## config.mk

```make
export PLATFORM = sky130hd
export DESIGN_NAME = na_read_rr
export DESIGN_NICKNAME = d
export VERILOG_FILES = /design/src/rtl/na_read_rr.sv
export SDC_FILE = /design/constraint.sdc
export NUM_CORES = 1
export LEC_CHECK = 0
export CAP_MARGIN = 10
export CORE_ASPECT_RATIO = 0.9
export CORE_MARGIN = 4
export CORE_UTILIZATION = 52
export DETAILED_ROUTE_END_ITERATION = 12
export PLACE_DENSITY = 0.79
export SYNTH_ARGS = -nofsm -noshare
export SYNTH_HDL_FRONTEND = slang
export SYNTH_SLANG_ARGS = --single-unit
export TNS_END_PERCENT = 20
```

## constraint.sdc

```tcl
create_clock -name clk -period 3.1 [get_ports clk]
set_input_delay 0.62 -clock clk [delete_from_list [all_inputs] [get_ports clk]]
set_output_delay 0.62 -clock clk [all_outputs]
set_load 0.01 [all_outputs]
```

## src/rtl/na_read_rr.sv

```systemverilog
// rtl/na_read_rr.sv - NA read engine: per-class round-robin scan, admission, truncation, bus error recovery
module na_read_rr #(
    parameter int MAX_NOC_PKT_LEN   = 10,
    parameter int NOC_FLIT_WIDTH    = 32,
    parameter int NUM_BE_ENDPOINTS  = 1,
    parameter int NUM_TDM_ENDPOINTS = 1,
    parameter int BUF_DEPTH         = 16,
    parameter int RR_MODE           = 1,
    parameter int WB_TIMEOUT        = 255
) (
    input  logic                          clk,
    input  logic                          rst_debug_n,
    input  logic                          rst_sys,
    input  logic                          irq_tdm,
    input  logic                          irq_be,
    input  logic                          enable,
    output logic                          req,
    input  logic                          wb_ack_i,
    input  logic [NOC_FLIT_WIDTH-1:0]     wb_dat_i,
    input  logic                          wb_err_i,
    output logic [31:0]                   wb_adr_o,
    output logic                          wb_cyc_o,
    output logic                          wb_stb_o,
    input  logic [$clog2(BUF_DEPTH+1)-1:0] buf_free,
    output logic [NOC_FLIT_WIDTH-1:0]     out_flit_data,
    output logic                          out_flit_valid,
    output logic                          out_flit_last,
    output logic                          out_flit_16,
    output logic                          err_pkt,
    output logic [1:0]                    err_code
);

    localparam int BF_W  = $clog2(BUF_DEPTH + 1);
    localparam int TMO_W = $clog2(WB_TIMEOUT + 1);
    localparam logic [BF_W-1:0]  ADMIT_LVL = BF_W'(MAX_NOC_PKT_LEN + 1);
    localparam logic [15:0]      MAX_LEN   = 16'(MAX_NOC_PKT_LEN);
    localparam logic [TMO_W-1:0] TMO_LAST  = TMO_W'(WB_TIMEOUT - 1);
    localparam logic [6:0]       N_TDM     = 7'(NUM_TDM_ENDPOINTS);
    localparam logic [6:0]       N_BE      = 7'(NUM_BE_ENDPOINTS);

    typedef enum logic [1:0] {S_IDLE, S_CHECK_EP, S_READ, S_DISCARD} state_t;

    state_t           r_state;
    logic             r_class_tdm;
    logic [6:0]       r_ep;
    logic [6:0]       r_scanned;
    logic [6:0]       r_last_tdm;
    logic [6:0]       r_last_be;
    logic [15:0]      r_size;
    logic [15:0]      r_cnt;
    logic [15:0]      r_fwd_len;
    logic [TMO_W-1:0] r_tmo;
    logic             r_err_pkt;
    logic [1:0]       r_err_code;

    logic             w_busy;
    logic             w_admit;
    logic             w_timeout;
    logic             w_fail;
    logic             w_hdr;
    logic [15:0]      w_size_in;
    logic [6:0]       w_n;
    logic [6:0]       w_ep_next;
    logic [6:0]       w_start_tdm;
    logic [6:0]       w_start_be;

    function automatic logic [6:0] ep_inc(input logic [6:0] ep, input logic [6:0] n);
        return (ep == n - 7'd1) ? 7'd0 : ep + 7'd1;
    endfunction

    assign w_busy      = (r_state != S_IDLE);
    assign w_admit     = (irq_tdm | irq_be) && (buf_free >= ADMIT_LVL) && !rst_sys;
    assign w_timeout   = w_busy && !wb_ack_i && !wb_err_i && (r_tmo == TMO_LAST);
    assign w_fail      = w_busy && (wb_err_i || w_timeout);
    assign w_size_in   = wb_dat_i[15:0];
    assign w_hdr       = (r_state == S_CHECK_EP) && wb_ack_i && !wb_err_i && !rst_sys
                         && (w_size_in != 16'd0);
    assign w_n         = r_class_tdm ? N_TDM : N_BE;
    assign w_ep_next   = ep_inc(r_ep, w_n);
    assign w_start_tdm = (RR_MODE != 0) ? ep_inc(r_last_tdm, N_TDM) : 7'd0;
    assign w_start_be  = (RR_MODE != 0) ? ep_inc(r_last_be, N_BE) : 7'd0;

    assign err_pkt  = r_err_pkt;
    assign err_code = r_err_code;

    // Bus and flit outputs follow the state and the current Wishbone response
    always_comb begin
        req            = 1'b0;
        wb_cyc_o       = 1'b0;
        wb_stb_o       = 1'b0;
        wb_adr_o       = '0;
        out_flit_data  = '0;
        out_flit_valid = 1'b0;
        out_flit_last  = 1'b0;
        out_flit_16    = 1'b0;
        if (w_busy) begin
            req      = 1'b1;
            wb_cyc_o = 1'b1;
            wb_stb_o = 1'b1;
            wb_adr_o = {8'd0, (r_class_tdm ? 4'd2 : 4'd1), r_ep + 7'd1, 13'd0};
        end else begin
            req = w_admit;
        end
        case (r_state)
            S_CHECK_EP: begin
                if (w_hdr) begin
                    out_flit_data  = NOC_FLIT_WIDTH'({r_class_tdm, 8'd0, r_ep});
                    out_flit_valid = 1'b1;
                    out_flit_16    = 1'b1;
                end
            end
            S_READ: begin
                // An aborted packet is closed with a zero flit so the buffer sees one last per header
                if (rst_sys || w_fail) begin
                    out_flit_valid = 1'b1;
                    out_flit_last  = 1'b1;
                end else if (wb_ack_i) begin
                    out_flit_data  = wb_dat_i;
                    out_flit_valid = 1'b1;
                    out_flit_last  = (r_cnt == r_fwd_len);
                end
            end
            default: ;
        endcase
    end

    // Scan/read FSM with bus watchdog and registered error reporting
    always_ff @(posedge clk) begin
        if (!rst_debug_n) begin
            r_state     <= S_IDLE;
            r_class_tdm <= 1'b0;
            r_ep        <= 7'd0;
            r_scanned   <= 7'd0;
            r_last_tdm  <= N_TDM - 7'd1;
            r_last_be   <= N_BE - 7'd1;
            r_size      <= 16'd0;
            r_cnt       <= 16'd0;
            r_fwd_len   <= 16'd0;
            r_tmo       <= '0;
            r_err_pkt   <= 1'b0;
            r_err_code  <= 2'd0;
        end else begin
            r_err_pkt  <= 1'b0;
            r_err_code <= 2'd0;
            if (r_state == S_IDLE || wb_ack_i || wb_err_i || rst_sys || w_timeout) begin
                r_tmo <= '0;
            end else begin
                r_tmo <= r_tmo + 1'b1;
            end
            case (r_state)
                S_IDLE: begin
                    if (w_admit && enable) begin
                        r_state     <= S_CHECK_EP;
                        r_class_tdm <= irq_tdm;
                        r_ep        <= irq_tdm ? w_start_tdm : w_start_be;
                        r_scanned   <= 7'd0;
                    end
                end
                S_CHECK_EP: begin
                    if (rst_sys) begin
                        r_state <= S_IDLE;
                    end else if (w_fail) begin
                        r_state    <= S_IDLE;
                        r_err_pkt  <= 1'b1;
                        r_err_code <= wb_err_i ? 2'd2 : 2'd3;
                    end else if (wb_ack_i) begin
                        if (w_size_in == 16'd0) begin
                            r_ep      <= w_ep_next;
                            r_scanned <= r_scanned + 7'd1;
                            if (r_scanned == w_n - 7'd1) begin
                                r_state <= S_IDLE;
                            end
                        end else begin
                            if (r_class_tdm) begin
                                r_last_tdm <= r_ep;
                            end else begin
                                r_last_be <= r_ep;
                            end
                            r_size  <= w_size_in;
                            r_cnt   <= 16'd1;
                            r_state <= S_READ;
                            if (w_size_in > MAX_LEN) begin
                                r_fwd_len  <= MAX_LEN;
                                r_err_pkt  <= 1'b1;
                                r_err_code <= 2'd1;
                            end else begin
                                r_fwd_len <= w_size_in;
                            end
                        end
                    end
                end
                S_READ: begin
                    if (rst_sys) begin
                        r_state <= S_IDLE;
                    end else if (w_fail) begin
                        r_state    <= S_IDLE;
                        r_err_pkt  <= 1'b1;
                        r_err_code <= wb_err_i ? 2'd2 : 2'd3;
                    end else if (wb_ack_i) begin
                        if (r_cnt == r_fwd_len) begin
                            if (r_size > r_fwd_len) begin
                                r_cnt   <= r_cnt + 16'd1;
                                r_state <= S_DISCARD;
                            end else begin
                                r_state <= S_IDLE;
                            end
                        end else begin
                            r_cnt <= r_cnt + 16'd1;
                        end
                    end
                end
                S_DISCARD: begin
                    if (rst_sys) begin
                        r_state <= S_IDLE;
                    end else if (w_fail) begin
                        r_state    <= S_IDLE;
                        r_err_pkt  <= 1'b1;
                        r_err_code <= wb_err_i ? 2'd2 : 2'd3;
                    end else if (wb_ack_i) begin
                        if (r_cnt == r_size) begin
                            r_state <= S_IDLE;
                        end else begin
                            r_cnt <= r_cnt + 16'd1;
                        end
                    end
                end
                default: r_state <= S_IDLE;
            endcase
        end
    end

endmodule

```

==> summary by stage, run 1 <==
Floorplan
The width of the die is 117.8 microns. The core area is 10420 sq um. The floorplan step defined a die boundary enclosing 12580 sq um. The height of the chip is roughly 110 microns. Pin placement for this block handled 118 I/O pins. The initial core utilization is 0.5414.

The number of cell rows is 35.

Place
Summed over all nets, the half-perimeter wirelength after detailed placement is between 10000 and 15000 microns. Counting tap cells, the placed design contains a total of 950 instances. Prior to clock tree synthesis, the placed netlist has a worst setup slack of -0.8461 ns. The placed standard-cell area is 6977 sq um.

Input and output buffers added on the ports amount to 94. The placer's final routability congestion estimate is 0.9940.

Critical path
The beginning of the critical path is wb_dat_i[8]. The data arrival time at the worst-slack endpoint is 2.43 ns. The startpoint kind of the worst setup timing path is a primary input.

STA puts the critical path data required time at 2.48 ns. The worst setup path is captured at an output pin. The startpoint of the most critical register-to-register path is r_fwd_len[11]. The setup path with the least slack is of type in -> out. The maximum fanout along the worst path is 5.

Cells and area
The library cells used most frequently in the layout, excluding fill and tap cells, are 85 x sky130_fd_sc_hd__dfxtp_1, 65 x sky130_fd_sc_hd__nand2_1, 65 x sky130_fd_sc_hd__buf_4, 48 x sky130_fd_sc_hd__a21oi_1, 46 x sky130_fd_sc_hd__clkdlybuf4s50_1. In the final design database the tool counted 916 nets. The finished cells cover 7326 sq um.

Leaving out fill and tap cells, the most frequent cell in the layout is sky130_fd_sc_hd__dfxtp_1. The post-layout instance count excluding filler cells is approximately 970. Compared with the post-synthesis result, the final layout area differs by 29.82%. The final core utilization is 0.7029. The repair_antennas step left the layout with diodes totalling 0.

In the final layout, the share of cells above drive strength 1 is 0.1423.

Clock tree
The longest clock path from root to sink contains 2 buffers. The clock root buffer master is sky130_fd_sc_hd__clkbuf_16. The number of levels the H-tree was split into is 3.

The total clock buffers created by CTS is 9. The post-CTS clock slew at the launch and capture registers of the worst setup and hold paths is about 0.07 ns. Clock tree synthesis found a total of 90 sinks.

The clock reaches the later pin of the worst-skew pair after around 0.34 ns. TritonCTS built the clock tree.

STA
The final clock period utilization by the worst path is 0.9831. For the final database, setup skew stands at 0.005837 ns. The remaining max-slew budget at the tightest pin is 0.2287.

The final count of hold timing violations is 0. The slew at the pin closest to its max-slew limit is between 1 and 1.5 ns. Derived from the worst setup path, the maximum achievable clock frequency is 328.1 MHz. The count of endpoints failing setup in the final report is 0. The final critical-path setup slack is 0.05239 ns. The final period demand of the worst path is just over 3 ns.

Setup repair after global routing could not meet its margin everywhere. The count of pins over their slew limit is 0.

Route
The via count of the routed design is 5556. The final routed wirelength across all metal layers is 16670 microns. The number of detailed-route iterations in the first pass is 5. The detail-routed via count per cell is 5.716. In the final routed layout, each cell accounts on average for 17.15 microns. The number of design-rule violations left by the first detailed-router iteration is 392. The remaining routing DRC violations is 0. The antenna violation net count after detailed routing is 0.

Logic synthesis
The most common flop cell mapped by yosys is sky130_fd_sc_hd__dfxtp_1. The number of instances in the synthesized netlist is 709. Yosys printed 0 warnings. The synthesized design contains 0 enable-type register cells. In this run, distinct cell masters in the synthesized netlist total 60. After synthesis, the mean cell area works out to 7.959 sq um. The area of the mapped netlist is around 5600 sq um. Of all flip-flops after synthesis, the portion carrying an async set or reset was 0.

The proportion of synthesized chip area in sequential cells is 0.3193. The number of synthesized register bits is 90.

Global route
Summed over all layers, the global routing overflow is 0. In the global route stage, overall resource usage came out at 0.2633. The number of global-route vias before repair is approximately 5500.

The pin count of the biggest net entering global routing is 31. The initial antenna violation count was 0. The first global-routing pass estimated 27220 microns of wire.

Pwr
In this run the power density over the cells is about 400 nW/um^2. Summed over all cells, the static leakage comes to a little under 0.003 uW. The completed layout was analyzed and its total power is 2891 uW. Across the VDD grid, the largest voltage drop is approximately 0.00034 V.

Flow run
The number of max-capacitance violations reported is 0.

Min path
The path class of the tightest hold or removal check is reg -> reg. The critical hold path startpoint is r_tmo[0].

Status
The run finished with clean final reports.
==> per-layer routing <==
metal,track usage,routed length (microns)
met1,0.3244,7106
met2,0.4772,8570
met3,0.05749,803
met4,0.05021,185
met5,0,0
==> report_power, final <==
part | leakage, uW | total [uW] | internal, uW | switching (uW)
Sequential | 0.000729 | 1200 | 1180 | 27.2
Clock | 0.000141 | 1120 | 647 | 471
Combinational | 0.00206 | 569 | 269 | 299
==> cell families (layout without fill, tap and decap cells) <==
family / Yosys count / after routing / synth area share
compound gates: 146 / 146 / 0.1610
xor+xnor: 58 / 58 / 0.09002
fa+ha+maj: 32 / 32 / 0.07095
buf+inv: 107 / 219 / 0.09113
flops: 90 / 90 / 0.3193
mux: 10 / 10 / 0.01774
other cells: 1 / 23 / 0.0006646
simple gates: 265 / 265 / 0.2492
==> cells in the mapped netlist (all sizes together) (2+ instances only) <==
master	instances	area share
a21o	3	0.0040
inv	41	0.027
o22ai	6	0.0067
nand2b	6	0.0067
and3	15	0.018
nor3b	3	0.0040
nand3	23	0.020
o211ai	8	0.011
ha	32	0.071
xor2	13	0.020
a22o	8	0.012
nand2	66	0.044
and4	3	0.0047
nor4b	2	0.0031
nor2b	6	0.0067
o211a	2	0.0035
o31ai	6	0.0089
xnor2	45	0.070
dfxtp	90	0.32
nor2	44	0.029
mux2i	10	0.018
o221ai	2	0.0031
or4b	3	0.0053
clkbuf	30	0.020
nor4	10	0.014
nand4	20	0.022
o41ai	3	0.0047
a31o	2	0.0031
and2	25	0.028
buf	36	0.044
a21oi	49	0.044
nand3b	8	0.011
a32oi	2	0.0031
o21ai	44	0.039
or4	5	0.0067
a211oi	2	0.0027
nor3	16	0.014
or3	7	0.0078
==> critical path, stage by stage <==
cell and delay (ns):
sky130_fd_sc_hd__dlygate4sd2_1 0.25, sky130_fd_sc_hd__nor4_2 0.29, sky130_fd_sc_hd__nand4_1 0.23, sky130_fd_sc_hd__or2_4 0.31, sky130_fd_sc_hd__nand2_4 0.07, sky130_fd_sc_hd__nor4_2 0.04, sky130_fd_sc_hd__and2_4 0.17, sky130_fd_sc_hd__buf_6 0.13
sky130_fd_sc_hd__a22o_1 0.17, sky130_fd_sc_hd__buf_2 0.14
==> state kept, by name (all words and copies together) (netlist names) <==
name,flops
err_code,2
err_pkt,1
r_class_tdm,1
r_cnt,16
r_ep,7
r_fwd_len,16
r_last_be,7
r_last_tdm,7
r_scanned,7
r_size,16
r_state,2
r_tmo,8
==> layout make-up <==
type                       instances  area [sq um]
multi-input combinational        534          3481
fill                             878          3097
sequential                        90          1808
timing repair buffer             163          1420
clock buffer                      10         239.0
tap                              129         161.4
inverter                          41         153.9
clock inverter                     5         62.56
==> worst paths after layout <==
check	slack (ns)	to	cells past startpoint
max	0.05	out_flit_data[4]	10
min	0.47	r_tmo[0]	1
max reg2reg	0.30	r_cnt[15]	11
min reg2reg	0.47	r_tmo[0]	1
==> through the flow <==
| step | TNS [ns] | hold slack, ns |
|---|---|---|
| floorplan | 0 | 0.4411 |
| finish | 0 | 0.4689 |
| global placement | -16.13 | 0.4518 |
| global route | -0.05032 | 0.4894 |
| CTS | -0.09148 | 0.4439 |
| detailed placement | -17.68 | 0.4618 |
==> repair_timing <==
action,CTS,global route
resized for setup,79,21
gates cloned,0,0
buffers inserted,6,1
hold buffers,0,0
endpoints found under the setup margin,35,14
pin swaps,7,2
No activity file was read; power rests on OpenSTA's default activity.
==> run 2: changes to the inputs <==
--- a/config.mk
+++ b/config.mk
@@ -5,7 +5,7 @@
 export SDC_FILE = /design/constraint.sdc
 export NUM_CORES = 1
 export LEC_CHECK = 0
-export CAP_MARGIN = 10
+export CAP_MARGIN = 20
 export CORE_ASPECT_RATIO = 0.9
 export CORE_MARGIN = 4
 export CORE_UTILIZATION = 52
==> run 2 against run 1 <==
Compared with the run above: power rose by 0.15%; routed wire length rose by 0.33%; combinational power barely moved.
==> summary by stage, run 2 (synthesis results as in run 1) <==
Route
The via count of the routed design is 5552 (was 5556). The detail-routed via count per cell came to 5.706 (was 5.716). The number of detailed-route iterations in the first pass is 5 (unchanged). The antenna violation net count after detailed routing is 0 (unchanged). The number of design-rule violations left by the first detailed-router iteration is 355 (was 392). The remaining routing DRC violations was 0 (unchanged).

The detailed-route wire length per cell is 17.18 microns (was 17.15 microns). The final routed wirelength across all metal layers is 16720 microns (was 16670 microns).

Critical path
The endpoint type of the worst setup path is an output pin (unchanged). The maximum fanout along the worst path is 5 (unchanged). The data arrival time at the worst-slack endpoint is 2.42 ns (was 2.43 ns). The startpoint kind of the worst setup timing path is a primary input (unchanged). The required time of the critical path is 2.48 ns (about the same). The start-to-end type of the worst setup path is in -> out (unchanged).

STA
The final period demand of the worst path was 3.043 ns (was 3.048 ns). The remaining max-slew budget at the tightest pin is 0.5298 (was 0.2287). The upper clock frequency limit is 328.6 MHz (was 328.1 MHz). RSZ-0062 raised after global routing: yes (unchanged). The count of endpoints failing setup in the final report came to 0 (unchanged). The worst clock skew on the final layout was 0.006140 ns (was 0.005837 ns).

The slew at the pin closest to its max-slew limit came to 0.7028 ns (was 1.154 ns). The final count of hold timing violations came to 0 (unchanged). The count of pins over their slew limit is 0 (unchanged).

The final hold slack is 0.4689 ns (about the same). The final clock period utilization by the worst path is 0.9817 (was 0.9831). The post-route setup TNS is 0 ns (unchanged).

Cells and area
Top library cells by usage in the layout, fill and taps aside: 85 x sky130_fd_sc_hd__dfxtp_1, 65 x sky130_fd_sc_hd__nand2_1, 65 x sky130_fd_sc_hd__buf_4, 48 x sky130_fd_sc_hd__a21oi_1, 46 x sky130_fd_sc_hd__clkdlybuf4s50_1 (unchanged). The area of the multi-input gates is 3481 sq um (unchanged). The number of inserted diodes came to 0 (unchanged). The post-layout instance count excluding filler cells came to 973 (was 972).

The layout overhead on the synthesized area was 29.96% (was 29.82%). The filler cell count is 878 (unchanged). The sequential standard cell area is 1808 sq um (unchanged). The final core utilization is 0.7036 (was 0.7029).

The number of nets at the end of the flow is 917 (was 916). The commonest non-fill, non-tap cell in the layout was sky130_fd_sc_hd__dfxtp_1 (unchanged). Leading registers by flop count: r_cnt x16, r_fwd_len x16, r_size x16 (unchanged). The share of cells above drive strength 1 is 0.1434 (was 0.1423).

Pwr
The design internal power is 2093 uW (about the same). The switching power total was 801.8 uW (was 797.4 uW). The static leakage is 0.002934 uW (was 0.002929 uW). The ratio of total power to cell area is 394.8 nW/um^2 (was 394.6 nW/um^2). The clock group share of total power was 0.387 (about the same). The switching power share of the total is 0.2770 (was 0.2759). The worst voltage drop across the vdd grid is 0.0003457 V (was 0.0003450 V). The share of power burned in combinational logic came to 0.197 (about the same).

The share of power burned in registers is 0.416 (was 0.417).

Floorplan
The height of the chip is 106.8 microns (unchanged). The number of cell rows is 35 (unchanged). The width of the die was 117.8 microns (unchanged).

The top-level port count is 118 (unchanged). The initial core utilization is 0.5414 (unchanged). The die footprint is 12580 sq um (unchanged). The core area is 10420 sq um (unchanged).

Min path
The class of the most critical hold timing path is reg -> reg (unchanged).

Global route
The number of global-route vias before repair is 5488 (unchanged). The initial antenna violation count is 0 (unchanged). The remaining global-route overflow is 0 (unchanged). The global-route wire length before repair was 27220 microns (unchanged). The pin count of the biggest net entering global routing is 31 (unchanged).

The overall fraction of global-route tracks in use is 0.2633 (unchanged).

Status
Run status: finished, final reports clean (unchanged).

Clock tree
The total clock buffers created by CTS is 9 (unchanged). The worst-skew pair later-pin latency is 0.34 ns (about the same). The maximum clock insertion buffer count was 2 (unchanged). The count of clock tree sinks is 90 (unchanged). The post-CTS clock slew at the launch and capture registers of the worst setup and hold paths is 0.07 ns (about the same). The TritonCTS clock tree is yes (unchanged). The number of levels the H-tree was split into is 3 (unchanged).

The clock root buffer master is sky130_fd_sc_hd__clkbuf_16 (unchanged).

Place
The count of port buffers added during placement is 94 (unchanged). The placer's final routability congestion estimate is 0.9940 (unchanged). The HPWL after detailed placement is 12720 microns (unchanged). The number of instances in the placed design is 950 (unchanged).

Flow run
The number of max-capacitance violations reported is 0 (unchanged).
-- run 2: cell count changes in the layout (fill, tap and decap cells not counted), sizes merged --
cell    previous run  this run
clkbuf            15        16
-- run 2: stage by stage --
step / setup slack [ns] / total power, uW / area (sq um)
2_1_floorplan: 0.1968 / 1536 / 5725
3_3_place_gp: -0.8042 / 1773 / 6977
3_5_place_dp: -0.8461 / 1781 / 6977
4_1_cts: -0.09148 / 2899 / 7297
5_1_grt: -0.02486 / 3015 / 7333
6_report: 0.05671 / 2895 / 7333
-- run 2: what timing repair did --
action | CTS | global route
setup buffers | 6 | 1
hold buffers | 0 | 0
endpoints found under the setup margin | 35 | 12
pin swaps | 7 | 2
resized for setup | 79 | 21
-- run 2: power by group through the flow --
stage	sequential, uW	clock, uW	combinational [uW]
final	1200	1120	570
after global routing	1210	1190	621
after CTS	1200	1140	556
after detailed placement	1230	0	551
after global placement	1230	0	544
after floorplan	1220	0	314
-- run 2: worst max-delay path, cell delays in order --
cell and delay (ns):
sky130_fd_sc_hd__dlygate4sd2_1 0.25, sky130_fd_sc_hd__nor4_2 0.29, sky130_fd_sc_hd__nand4_1 0.23, sky130_fd_sc_hd__or2_4 0.31, sky130_fd_sc_hd__nand2_4 0.07, sky130_fd_sc_hd__nor4_2 0.04, sky130_fd_sc_hd__and2_4 0.17, sky130_fd_sc_hd__buf_6 0.12
sky130_fd_sc_hd__a22o_1 0.17, sky130_fd_sc_hd__buf_2 0.14
-- run 2: final timing paths --
| check | slack (ns) | start | cells past startpoint | endpoint |
|---|---|---|---|---|
| setup / recovery | 0.06 | wb_dat_i[8] | 10 | out_flit_data[6] |
| hold / removal | 0.47 | r_tmo[0] | 1 | r_tmo[0] |
| setup reg to reg | 0.30 | r_fwd_len[9] | 11 | r_cnt[15] |
| hold reg to reg | 0.47 | r_tmo[0] | 1 | r_tmo[0] |
-- run 2: final cells by class --
cell class / instances / area share
clock buffer: 10 / 0.03259
sequential: 90 / 0.2465
inverter: 41 / 0.02099
timing repair buffer: 164 / 0.1947
tap: 129 / 0.02201
multi-input combinational: 534 / 0.4747
clock inverter: 5 / 0.008531
-- run 2: routing by layer --
metal	vias up	GRT usage	routed length (microns)
met5	-	0	0
met1	2670	0.3244	7147
met3	22	0.05749	809
met4	0	0.05021	192
li1	2700	-	-
met2	160	0.4772	8570
==> run 3: changes to the inputs <==
--- a/config.mk
+++ b/config.mk
@@ -7,8 +7,8 @@
 export LEC_CHECK = 0
 export CAP_MARGIN = 20
 export CORE_ASPECT_RATIO = 0.9
-export CORE_MARGIN = 4
 export CORE_UTILIZATION = 52
+export CTS_CLUSTER_SIZE = 25
 export DETAILED_ROUTE_END_ITERATION = 12
 export PLACE_DENSITY = 0.79
 export SYNTH_ARGS = -nofsm -noshare
==> run 3 against run 2 <==
Compared with the run above: the flow now finishes with violations (design-rule violations); sequential share of layout area is 0.11 points higher; routed wire length down 2.9%; largest power group unchanged; flip-flop and latch count unchanged; non-clock buffer count shrank 8; critical path type unchanged; clock power rose by 5%; core utilization is 0.15 points lower; sequential power hardly changed; worst setup slack got worse by 0.012 ns; maximum frequency shrank 0.41%; count of clock-buffer cells in the layout is 1 lower.
==> summary by stage, run 3 (synthesis results as in run 1) <==
Status
Run status: finished with violations (was finished, final reports clean). The final reports fail on design-rule violations.

STA
The count of pins over their slew limit is 0 (unchanged). The final clock period utilization by the worst path is 0.9857 (was 0.9817). The upper clock frequency limit is 327.3 MHz (was 328.6 MHz). The slew at the pin closest to its max-slew limit came to 1.126 ns (was 0.7028 ns).

The count of endpoints failing setup in the final report is 0 (unchanged). The final period demand of the worst path is 3.056 ns (was 3.043 ns). The final count of hold timing violations is 0 (unchanged). The worst clock skew on the final layout is 0.005320 ns (was 0.006140 ns). The remaining max-slew budget at the tightest pin came to 0.2475 (was 0.5298).

Global route
The number of global-route vias before repair is 5435 (was 5488). The initial antenna violation count is 0 (unchanged). The remaining global-route overflow is 0 (unchanged). The global-route wire length before repair came to 26650 microns (was 27220 microns). The pin count of the biggest net entering global routing is 29 (was 31). The overall fraction of global-route tracks in use is 0.2963 (was 0.2633).

Pwr
The design internal power is 2130 uW (was 2093 uW). The share of power burned in combinational logic is 0.188 (was 0.197). The switching power share of the total is 0.2737 (was 0.2770). The share of power burned in registers is 0.411 (was 0.416). The static leakage was 0.002934 uW (about the same). The clock group share of total power was 0.402 (was 0.387). The ratio of total power to cell area is 402.5 nW/um^2 (was 394.8 nW/um^2). The switching power total was 802.6 uW (was 801.8 uW). The worst voltage drop across the vdd grid is 0.0002658 V (was 0.0003457 V).

Cells and area
The commonest non-fill, non-tap cell in the layout is sky130_fd_sc_hd__dfxtp_1 (unchanged). Leading registers by flop count: r_cnt x16, r_fwd_len x16, r_size x16 (unchanged). The cell area after layout came to 7287 sq um (was 7333 sq um).

The number of nets at the end of the flow was 909 (was 917). Top library cells by usage in the layout, fill and taps aside: 88 x sky130_fd_sc_hd__dfxtp_1, 65 x sky130_fd_sc_hd__nand2_1, 59 x sky130_fd_sc_hd__buf_4, 47 x sky130_fd_sc_hd__a21oi_1, 45 x sky130_fd_sc_hd__xnor2_1 (was 85 x sky130_fd_sc_hd__dfxtp_1, 65 x sky130_fd_sc_hd__nand2_1, 65 x sky130_fd_sc_hd__buf_4, 48 x sky130_fd_sc_hd__a21oi_1, 46 x sky130_fd_sc_hd__clkdlybuf4s50_1). The layout overhead on the synthesized area is 29.14% (was 29.96%). The post-layout instance count excluding filler cells is 966 (was 973).

The share of cells above drive strength 1 is 0.1410 (was 0.1434). The number of inserted diodes was 0 (unchanged).

Critical path
The capture point of the worst path is out_flit_data[4] (was out_flit_data[6]). The start-to-end type of the worst setup path is in -> out (unchanged). The reg2reg setup slack is 0.37 ns (was 0.30 ns).

The delay contributed by the slowest stage of the critical path was 0.46 ns (was 0.31 ns). The data arrival time at the worst-slack endpoint is 2.44 ns (was 2.42 ns). The length in cells of the worst reg-to-reg path is 11 (unchanged). The required time of the critical path is 2.48 ns (about the same).

The endpoint type of the worst setup path was an output pin (unchanged). The worst-path cell with the longest stage delay is sky130_fd_sc_hd__clkdlybuf4s50_1 (was sky130_fd_sc_hd__or2_4). The endpoint of the lowest-slack register-to-register path was r_cnt[11] (was r_cnt[15]). The startpoint kind of the worst setup timing path is a primary input (unchanged).

The startpoint of the most critical register-to-register path is r_fwd_len[11] (was r_fwd_len[9]). Cell-by-cell trace of the critical path: clkdlybuf4s50_1, or3_4, or2_4, nand2_2, nor4_2, and2_4, buf_6, a22o_1, buf_2 (was dlygate4sd2_1, nor4_2, nand4_1, or2_4, nand2_4, nor4_2, and2_4, buf_6, a22o_1, buf_2). The beginning of the critical path is wb_dat_i[2] (was wb_dat_i[8]).

The maximum fanout along the worst path is 5 (unchanged).

Flow run
The number of max-capacitance violations reported was 0 (unchanged).

Route
The remaining routing DRC violations is 2 (was 0). The sum of routed wire segments on met1 is 7024 microns (was 7147 microns). The routed length on met3 was 813 microns (was 809 microns).

The amount of wire on met2 after detailed routing came to 7983 microns (was 8570 microns). The highest layer used for signal routing is met4 (unchanged). The detail-routed via count per cell was 5.697 (was 5.706). The detailed-route wire length per cell came to 16.81 microns (was 17.18 microns). The number of design-rule violations left by the first detailed-router iteration came to 343 (was 355). The number of detailed-route iterations in the first pass came to 9 (was 5). The final routed wirelength across all metal layers came to 16240 microns (was 16720 microns). The via count of the routed design is 5503 (was 5552).

The antenna violation net count after detailed routing is 0 (unchanged).

Floorplan
The number of cell rows was 35 (unchanged). The core area was 10380 sq um (was 10420 sq um). The top-level port count is 118 (unchanged). The width of the die came to 111.8 microns (was 117.8 microns). The initial core utilization is 0.5437 (was 0.5414).

The height of the chip is 100.8 microns (was 106.8 microns). The die footprint is 11270 sq um (was 12580 sq um).

Clock tree
The TritonCTS clock tree was yes (unchanged). The post-CTS clock slew at the launch and capture registers of the worst setup and hold paths came to 0.06 ns (was 0.07 ns). The total clock buffers created by CTS was 9 (unchanged). The clock root buffer master is sky130_fd_sc_hd__clkbuf_16 (unchanged).

The worst-skew pair later-pin latency is 0.35 ns (was 0.34 ns). The number of hold buffers added after cts was 0 (unchanged). The number of levels the H-tree was split into is 3 (unchanged).

The count of clock tree sinks is 90 (unchanged). The maximum clock insertion buffer count is 2 (unchanged).

Place
The number of instances in the placed design came to 948 (was 950). The placer's final routability congestion estimate came to 0.9225 (was 0.9940). The HPWL after detailed placement is 12310 microns (was 12720 microns).

The count of port buffers added during placement was 94 (unchanged). The placed standard-cell area is 6949 sq um (was 6977 sq um).

Min path
The class of the most critical hold timing path is reg -> reg (unchanged). The number of cells on the worst hold path is 1 (unchanged).
==> run 3: cell count changes in the layout (fill, tap and decap cells not counted), moves of 2 or more <==
| cell | previous run | this run |
|---|---|---|
| sky130_fd_sc_hd__clkdlybuf4s50_1 | 46 | 44 |
| sky130_fd_sc_hd__clkbuf_2 | 5 | 8 |
| sky130_fd_sc_hd__dlygate4sd2_1 | 30 | 24 |
| sky130_fd_sc_hd__nor4_4 | 2 | 4 |
| sky130_fd_sc_hd__dlymetal6s2s_1 | 3 | 7 |
| sky130_fd_sc_hd__nor4_2 | 5 | 3 |
| sky130_fd_sc_hd__buf_2 | 5 | 7 |
| sky130_fd_sc_hd__dfxtp_2 | 5 | 2 |
| sky130_fd_sc_hd__clkinv_2 | 0 | 2 |
| sky130_fd_sc_hd__buf_4 | 65 | 59 |
| sky130_fd_sc_hd__dfxtp_1 | 85 | 88 |
==> run 3: worst max-delay path: cells and delay by family <==
| family | cells | cell delay [ns] |
|---|---|---|
| AND/OR/NAND/NOR | 5 | 0.92 |
| AO/OA/AOI/OAI | 1 | 0.17 |
| buffers and inverters | 3 | 0.72 |
==> run 3: metal layers <==
metal  vias to the layer above  global-route usage
met3                        42             0.06133
met4                         0              0.1112
li1                       2672                   -
met5                         -                   0
met2                       179              0.5189
met1                      2610              0.3597
==> run 3: area by class of cell <==
| class | count | area, sq um |
|---|---|---|
| Multi-Input combinational cell | 534 | 3501 |
| Fill cell | 863 | 3092 |
| Sequential cell | 90 | 1804 |
| Timing Repair Buffer | 156 | 1348 |
| Clock buffer | 9 | 225.2 |
| Tap cell | 129 | 161.4 |
| Inverter | 41 | 153.9 |
| Clock inverter | 7 | 93.84 |
==> run 3: timing repair <==
item	4_1_cts	5_1_grt
setup endpoints to repair	35	12
buffers inserted	1	1
pin swaps	7	8
resized for setup	79	34
==> run 3: worst min-delay path by stage <==
| stage | slack, ns | end | start |
|---|---|---|---|
| floorplan | 0.44 | r_tmo[0] | r_tmo[0] |
| global placement | 0.45 | r_tmo[0] | r_tmo[0] |
| detailed placement | 0.47 | r_tmo[0] | r_tmo[0] |
| CTS | 0.45 | r_tmo[0] | r_tmo[0] |
| global route | 0.47 | r_tmo[0] | r_tmo[0] |
| finish | 0.45 | r_tmo[0] | r_tmo[0] |
==> run 3: per-stage QoR <==
stage / setup slack, ns / setup TNS [ns] / util / hold slack [ns] / power, uW
CTS: -0.1375 / -0.7332 / 0.6997 / 0.4479 / 2932
global placement: -0.9168 / -17.86 / 0.6696 / 0.4504 / 1748
detailed placement: -0.9003 / -19.21 / 0.6696 / 0.4700 / 1760
floorplan: 0.1968 / 0 / - / 0.4411 / 1536
global route: -0.008977 / -0.008977 / 0.7021 / 0.4714 / 3039
finish: 0.04429 / 0 / 0.7021 / 0.4486 / 2933
==> run 3: power groups by stage <==
stage               clock (uW)  combinational, uW  sequential, uW
floorplan                    0                314            1220
global placement             0                521            1230
detailed placement           0                530            1230
CTS                       1190                543            1200
global route              1240                598            1210
finish                    1180                550            1200
